## src/rtl/audio_mac_sched_pkg.sv

```systemverilog
// Shared constants, term payload and output saturation for the audio MAC scheduler.
package audio_mac_pkg;

  localparam int unsigned N_REQ    = 4;
  localparam int unsigned A_W      = 16;
  localparam int unsigned B_W      = 18;
  localparam int unsigned ACC_W    = 40;
  localparam int unsigned FRAC     = 15;
  localparam int unsigned REQ_ID_W = $clog2(N_REQ);
  localparam int unsigned P_W      = A_W + B_W;
  localparam int unsigned OUT_W    = 16;

  localparam logic [OUT_W-1:0] OUT_MAX = 16'h7FFF;
  localparam logic [OUT_W-1:0] OUT_MIN = 16'h8000;

  typedef struct packed {
    logic [A_W-1:0]      a;
    logic [B_W-1:0]      b;
    logic [REQ_ID_W-1:0] id;
    logic                first;
    logic                last;
  } mac_term_t;

  // Clamp a shifted accumulator value into the signed 16-bit output range.
  function automatic logic [OUT_W-1:0] sat16(input logic signed [ACC_W-1:0] v);
    logic signed [ACC_W-1:0] hi;
    logic signed [ACC_W-1:0] lo;
    hi = $signed(ACC_W'(OUT_MAX));
    lo = ~hi;
    if (v > hi) begin
      return OUT_MAX;
    end else if (v < lo) begin
      return OUT_MIN;
    end else begin
      return v[OUT_W-1:0];
    end
  endfunction

endpackage

```

## src/rtl/audio_mac_sched_if.sv

```systemverilog
// Requester/result bus of the audio MAC scheduler.
interface audio_mac_sched_if;
  import audio_mac_pkg::*;

  logic                  en;
  logic [N_REQ-1:0]      req;
  logic [N_REQ*A_W-1:0]  a_in;
  logic [N_REQ*B_W-1:0]  b_in;
  logic [N_REQ-1:0]      first;
  logic [N_REQ-1:0]      last;
  logic [N_REQ-1:0]      gnt;
  logic                  done_valid;
  logic [REQ_ID_W-1:0]   done_id;
  logic [OUT_W-1:0]      done_data;

  modport master (
    output en, req, a_in, b_in, first, last,
    input  gnt, done_valid, done_id, done_data
  );

  modport slave (
    input  en, req, a_in, b_in, first, last,
    output gnt, done_valid, done_id, done_data
  );

endinterface

```

## src/rtl/audio_mac_sched_arb.sv

```systemverilog
// Round-robin arbiter: one-hot combinational grant, pointer follows the last transfer.
module audio_rr_arb
  import audio_mac_pkg::*;
(
  input  logic                clk_i,
  input  logic                reset_i,
  input  logic                en_i,
  input  logic [N_REQ-1:0]    req_i,
  output logic [N_REQ-1:0]    gnt_o,
  output logic [REQ_ID_W-1:0] gnt_id_o,
  output logic                xfer_o
);

  logic [REQ_ID_W-1:0] ptr_q;
  logic [REQ_ID_W-1:0] ptr_d;
  logic [REQ_ID_W-1:0] idx_c;
  logic                found_c;

  always_ff @(posedge clk_i) begin
    if (reset_i) begin
      ptr_q <= REQ_ID_W'(N_REQ - 1);
    end else begin
      ptr_q <= ptr_d;
    end
  end

  // Search starts one past the last winner and wraps modulo N_REQ.
  always_comb begin
    gnt_o    = '0;
    gnt_id_o = '0;
    idx_c    = '0;
    found_c  = 1'b0;
    for (int unsigned k = 1; k <= N_REQ; k++) begin
      idx_c = REQ_ID_W'((32'(ptr_q) + k) % N_REQ);
      if (!found_c && req_i[idx_c]) begin
        found_c  = 1'b1;
        gnt_id_o = idx_c;
      end
    end
    if (reset_i || !en_i) begin
      found_c = 1'b0;
    end
    if (found_c) begin
      gnt_o[gnt_id_o] = 1'b1;
    end
  end

  assign xfer_o = found_c;
  assign ptr_d  = found_c ? gnt_id_o : ptr_q;

endmodule

```

## src/rtl/audio_mac_sched.sv

```systemverilog
// Time-shared signed MAC: RR issue, 3-stage multiply/accumulate pipeline, saturated tagged results.
module audio_mac_sched
  import audio_mac_pkg::*;
(
  input  logic         clk,
  input  logic         reset,
  audio_mac_sched_if.slave bus
);

  logic [N_REQ-1:0]        gnt_c;
  logic [REQ_ID_W-1:0]     gnt_id_c;
  logic                    xfer_c;
  logic [A_W-1:0]          a_arr_c [N_REQ];
  logic [B_W-1:0]          b_arr_c [N_REQ];
  mac_term_t               term_c;

  mac_term_t               s1_q, s1_d;
  logic                    v1_q, v1_d;
  logic signed [P_W-1:0]   p2_q, p2_d;
  logic [REQ_ID_W-1:0]     id2_q, id2_d;
  logic                    first2_q, first2_d;
  logic                    last2_q, last2_d;
  logic                    v2_q, v2_d;
  logic signed [ACC_W-1:0] acc_q [N_REQ];
  logic signed [ACC_W-1:0] acc_sum_c;
  logic                    done_valid_q, done_valid_d;
  logic [REQ_ID_W-1:0]     done_id_q, done_id_d;
  logic [OUT_W-1:0]        done_data_q, done_data_d;

  audio_rr_arb u_arb (
    .clk_i    (clk),
    .reset_i  (reset),
    .en_i     (bus.en),
    .req_i    (bus.req),
    .gnt_o    (gnt_c),
    .gnt_id_o (gnt_id_c),
    .xfer_o   (xfer_c)
  );

  assign bus.gnt = gnt_c;

  for (genvar i = 0; i < N_REQ; i++) begin : g_unpack
    assign a_arr_c[i] = bus.a_in[i*A_W +: A_W];
    assign b_arr_c[i] = bus.b_in[i*B_W +: B_W];
  end

  always_comb begin
    term_c.a     = a_arr_c[gnt_id_c];
    term_c.b     = b_arr_c[gnt_id_c];
    term_c.id    = gnt_id_c;
    term_c.first = bus.first[gnt_id_c];
    term_c.last  = bus.last[gnt_id_c];
  end

  // Stage next-state: S1 capture, S2 multiply, S3 accumulate and result formatting.
  always_comb begin
    s1_d      = xfer_c ? term_c : s1_q;
    v1_d      = xfer_c;
    p2_d      = P_W'($signed(s1_q.a)) * P_W'($signed(s1_q.b));
    id2_d     = s1_q.id;
    first2_d  = s1_q.first;
    last2_d   = s1_q.last;
    v2_d      = v1_q;
    acc_sum_c = first2_q ? ACC_W'(p2_q) : acc_q[id2_q] + ACC_W'(p2_q);
    done_valid_d = v2_q & last2_q;
    done_id_d    = done_valid_d ? id2_q : done_id_q;
    done_data_d  = done_valid_d ? sat16(acc_sum_c >>> FRAC) : done_data_q;
  end

  always_ff @(posedge clk) begin
    if (reset) begin
      s1_q         <= '0;
      v1_q         <= 1'b0;
      p2_q         <= '0;
      id2_q        <= '0;
      first2_q     <= 1'b0;
      last2_q      <= 1'b0;
      v2_q         <= 1'b0;
      done_valid_q <= 1'b0;
      done_id_q    <= '0;
      done_data_q  <= '0;
      for (int unsigned i = 0; i < N_REQ; i++) begin
        acc_q[i] <= '0;
      end
    end else begin
      s1_q         <= s1_d;
      v1_q         <= v1_d;
      p2_q         <= p2_d;
      id2_q        <= id2_d;
      first2_q     <= first2_d;
      last2_q      <= last2_d;
      v2_q         <= v2_d;
      done_valid_q <= done_valid_d;
      done_id_q    <= done_id_d;
      done_data_q  <= done_data_d;
      if (v2_q) begin
        acc_q[id2_q] <= acc_sum_c;
      end
    end
  end

  assign bus.done_valid = done_valid_q;
  assign bus.done_id    = done_id_q;
  assign bus.done_data  = done_data_q;

endmodule

```

## src/flat_wrapper.sv

```systemverilog
// flat-port wrapper written by rule: the top's interface ports become plain ports
module audio_mac_sched_flat import audio_mac_pkg::*;
  (clk, reset, bus_en, bus_req, bus_a_in, bus_b_in, bus_first, bus_last, bus_gnt, bus_done_valid, bus_done_id, bus_done_data);
  audio_mac_sched_if bus_i ();
  input  logic clk;
  input  logic reset;
  input wire logic [$bits(bus_i.en)-1:0] bus_en;
  input wire logic [$bits(bus_i.req)-1:0] bus_req;
  input wire logic [$bits(bus_i.a_in)-1:0] bus_a_in;
  input wire logic [$bits(bus_i.b_in)-1:0] bus_b_in;
  input wire logic [$bits(bus_i.first)-1:0] bus_first;
  input wire logic [$bits(bus_i.last)-1:0] bus_last;
  output wire logic [$bits(bus_i.gnt)-1:0] bus_gnt;
  output wire logic [$bits(bus_i.done_valid)-1:0] bus_done_valid;
  output wire logic [$bits(bus_i.done_id)-1:0] bus_done_id;
  output wire logic [$bits(bus_i.done_data)-1:0] bus_done_data;
  assign bus_i.en = bus_en;
  assign bus_i.req = bus_req;
  assign bus_i.a_in = bus_a_in;
  assign bus_i.b_in = bus_b_in;
  assign bus_i.first = bus_first;
  assign bus_i.last = bus_last;
  assign bus_gnt = bus_i.gnt;
  assign bus_done_valid = bus_i.done_valid;
  assign bus_done_id = bus_i.done_id;
  assign bus_done_data = bus_i.done_data;
  audio_mac_sched u_core (.clk(clk), .reset(reset), .bus(bus_i));
endmodule
```

## config.mk

```make
export PLATFORM = sky130hd
export DESIGN_NAME = audio_mac_sched_flat
export DESIGN_NICKNAME = d
export VERILOG_FILES = /design/src/rtl/audio_mac_sched_pkg.sv /design/src/rtl/audio_mac_sched_if.sv /design/src/rtl/audio_mac_sched_arb.sv /design/src/rtl/audio_mac_sched.sv /design/src/flat_wrapper.sv
export SDC_FILE = /design/constraint.sdc
export NUM_CORES = 1
export LEC_CHECK = 0
export CORE_ASPECT_RATIO = 1.75
export CORE_MARGIN = 8
export CORE_UTILIZATION = 55
export DETAILED_ROUTE_END_ITERATION = 10
export PLACE_DENSITY_LB_ADDON = 0.2
export SLEW_MARGIN = 20
export SYNTH_ARGS = -nofsm -noshare
export SYNTH_HDL_FRONTEND = slang
export SYNTH_SLANG_ARGS = --single-unit
```

## constraint.sdc

```tcl
create_clock -name clk -period 17.3 [get_ports clk]
set_input_delay 3.46 -clock clk [delete_from_list [all_inputs] [get_ports clk]]
set_output_delay 3.46 -clock clk [all_outputs]
set_load 0.02 [all_outputs]
```

==> results.cfg <==
[status]
status = complete, no violations

[synth]
synth_nets = 3197
yosysWarnings = 0
synth_edf_count = 160
ys_types = 74
synth_area_per_cell_um2 = 9.372
synth-seq-cells = 259
ys_seq_area_share_pct = 27.53
synthArstFlopShare_pct = 0
synthCells = 2630
synth_ff_type = edfxtp_1
syn_area_mm2 = 0.02465

[grt]
gr-usage-met3_pct = 3.071
grt_pass1_wl_mm = 105.9
grt_use_total_pct = 25.57
grtUsageMet1_pct = 26.06
grt_pass1_vias = 20810
top_usage_layer = met2
grt_start_max_net_pins = 81
antenna_found_initial = 0
global_route.usage.met2_pct = 49.81
grt_overflow_total = 0

[setup_path]
critPathCaptureType = output pin
crit_slowest_cell = clkdlybuf4s50_1
ff2ff_path_depth = 24
reg2reg_slack_ps = 9890
required_ps = 13840
arrival_ps = 6130
cp-start-kind = input pin
path_cells = clkdlybuf4s50_1 > nand2b_1 > o21ai_0 > mux2i_1 > o31a_2 > buf_4 > and3_1 > clkdlybuf4s50_1
path_common_cell = clkdlybuf4s50_1
worstSetupPathType = input pin to output pin
worstPathMaxFanout = 75
max_stage_delay_ps = 630

[clocking]
postCtsHoldBufs = 0
cts_resized = 0
clk_latency_ps = 560
clk_pin_slew_ps = 70
clkSinkCount = 259
htreeDepth = 1
cts-root-buf = clkbuf_16
tritoncts = built
cts_buffers = 24
post-cts-setup-buffers = 0
clock_path_buffers = 3

[timing]
tns_ps = 0
period_share_pct = 55.43
finalSetupViolations = 0
post-route-min-period_ps = 9589
slew_violations = 0
slew_headroom_pct = 24.12
fin_skew_ps = 36.58
rsz0062_at_grt = false
report.final.hold_viol_count = 0
fmax_mhz = 104.3
tightest_slew_ps = 1138

[routing]
totalWireLength_mm = 64.75
wl_per_cell_um = 19.66
vias_per_cell = 5.686
drcViolationCount = 0
dr_total_vias = 18730
antenna_left = 0
initialDrtViolationCount = 998
drt_first_pass_iters = 5

[worst_hold_path]
holdCritPathClass = flip-flop to flip-flop
whs_path_depth = 2

[cells_and_area]
final_util_pct = 62.14
layout.nets = 3271
area_growth_pct = 11.64
drive_above_1_share_pct = 5.290
antennaDiodeCount = 0
fill_cells = 3725

[die]
coreArea_mm2 = 0.04429
start_util_pct = 55.66
ios = 174
die_area_mm2 = 0.05211
fp-row-count = 102
die_x_um = 176.0
die_h_um = 296.1

[power]
p_per_area_mw_per_mm2 = 89.02
p_leak_uw = 0.01194
ir_drop_mv = 0.08293

[job]
maxCapViolCount = 0

[placement]
routabilityCongestion = 0.9534
port_buffers = 173
hpwlAfterDp_mm = 50.18
==> registers in the layout, indices dropped and copies added, names as in the netlist <==
register	cells
u_core.acc_q	160
u_core.bus.done_data	16
u_core.bus.done_id	2
u_core.bus.done_valid	1
u_core.first2_d	1
u_core.first2_q	1
u_core.id2_d	2
u_core.id2_q	2
u_core.last2_d	1
u_core.last2_q	1
u_core.p2_q	34
u_core.s1_q	34
u_core.u_arb.ptr_q	2
u_core.v1_q	1
u_core.v2_q	1
==> placed cells by master, fill, tap and decap left out, drive strengths merged, types with 5 or more instances in the layout <==
cell,Yosys,routed
edfxtp,160,160
a31oi,11,11
and3,11,11
o21a,15,15
a21oi,123,123
mux4,40,40
xnor2,38,38
fa,291,291
and2,178,178
o221ai,5,5
o31ai,7,7
dfxtp,99,99
mux2i,6,6
inv,391,392
o21ai,97,97
o21bai,11,11
nor3,17,17
a211oi,41,41
a311oi,37,37
xor2,24,24
ha,125,125
clkinv,0,9
nand2,305,305
nor2,282,282
clkdlybuf4s50,0,172
a211o,7,7
or3,7,7
nor2b,20,20
o211ai,20,20
nand2b,31,31
clkbuf,118,28
buf,25,19
nand3,12,12
nand4,12,12
a21o,22,22
nor4,7,7
==> cell usage after synthesis, drive strengths merged (12+ instances only) <==
cell / n / area, um^2
inv: 391 / 1468
xnor2: 38 / 332.8
xor2: 24 / 210.2
a311oi: 37 / 324.1
mux4: 40 / 900.9
nor2b: 20 / 125.1
o21a: 15 / 113.9
nand3: 12 / 60.06
nor2: 282 / 1064
and2: 178 / 1114
nor3: 17 / 85.08
o21ai: 97 / 500.5
dfxtp: 99 / 1982
a211oi: 41 / 312.8
clkbuf: 118 / 442.9
ha: 125 / 1564
nand4: 12 / 75.07
a21oi: 123 / 630.6
fa: 291 / 5826
buf: 25 / 150.1
nand2: 305 / 1155
nand2b: 31 / 193.9
o211ai: 20 / 185.2
a21o: 22 / 165.2
edfxtp: 160 / 4805
==> worst max-delay path: cells and delay by family <==
family                 cells  cell delay, ps
multiplexers               1             280
AO/OA/AOI/OAI              2             310
AND/OR/NAND/NOR            2             430
buffers and inverters      3            1630
==> final timing paths <==
check | from | to
min reg2reg | u_core.bus.done_id[0] | u_core.bus.done_id[0]
min | u_core.bus.done_id[0] | u_core.bus.done_id[0]
max | bus_req[1] | bus_gnt[0]
max reg2reg | u_core.s1_q[29] | u_core.p2_q[33]
==> where the power goes <==
| part | total, uW | internal, uW | switching [uW] |
|---|---|---|---|
| Clock | 559 | 318 | 241 |
| Sequential | 794 | 714 | 79.9 |
| Combinational | 1100 | 430 | 667 |
==> logic make-up (layout without fill, tap and decap cells) <==
kind of cell	Yosys count	after routing	share of synthesized area, %
XOR/XNOR	62	62	2.203
adder cells (fa/ha/maj)	416	416	29.98
flip-flops	259	259	27.53
buffers and inverters	534	626	8.360
AND/OR/NAND/NOR	893	893	16.72
AO/OA/AOI/OAI	418	418	11.21
multiplexers	48	48	3.990
==> area by class of cell <==
type | instances | area, um^2 | share of cell area [%]
Clock buffer | 28 | 615.6 | 2.237
Clock inverter | 16 | 207.7 | 0.7548
Inverter | 391 | 1468 | 5.333
Multi-Input combinational cell | 1837 | 15860 | 57.62
Sequential cell | 259 | 6790 | 24.67
Tap cell | 572 | 715.7 | 2.601
Timing Repair Buffer | 191 | 1864 | 6.775
==> per-layer routing <==
metal	up-vias	routed length [um]	share of wire [%]
li1	8708	-	-
met1	9257	22370	35
met2	585	35790	55
met3	180	3269	5.0
met4	0	3320	5.1
met5	-	0	0
==> stage by stage <==
stage	area (um^2)	power, uW	instances	worst slack (ps)	hold WS, ps
global route	27520	2622	3294	7498	482.9
global placement	26700	1867	3250	7722	444.8
detailed placement	26700	1892	3250	7686	448.4
finish	27520	2450	3294	7711	458.3
floorplan	24650	1581	2630	8691	413.8
CTS	27520	2458	3294	7692	457.6
(Power assumes the default switching activity.)
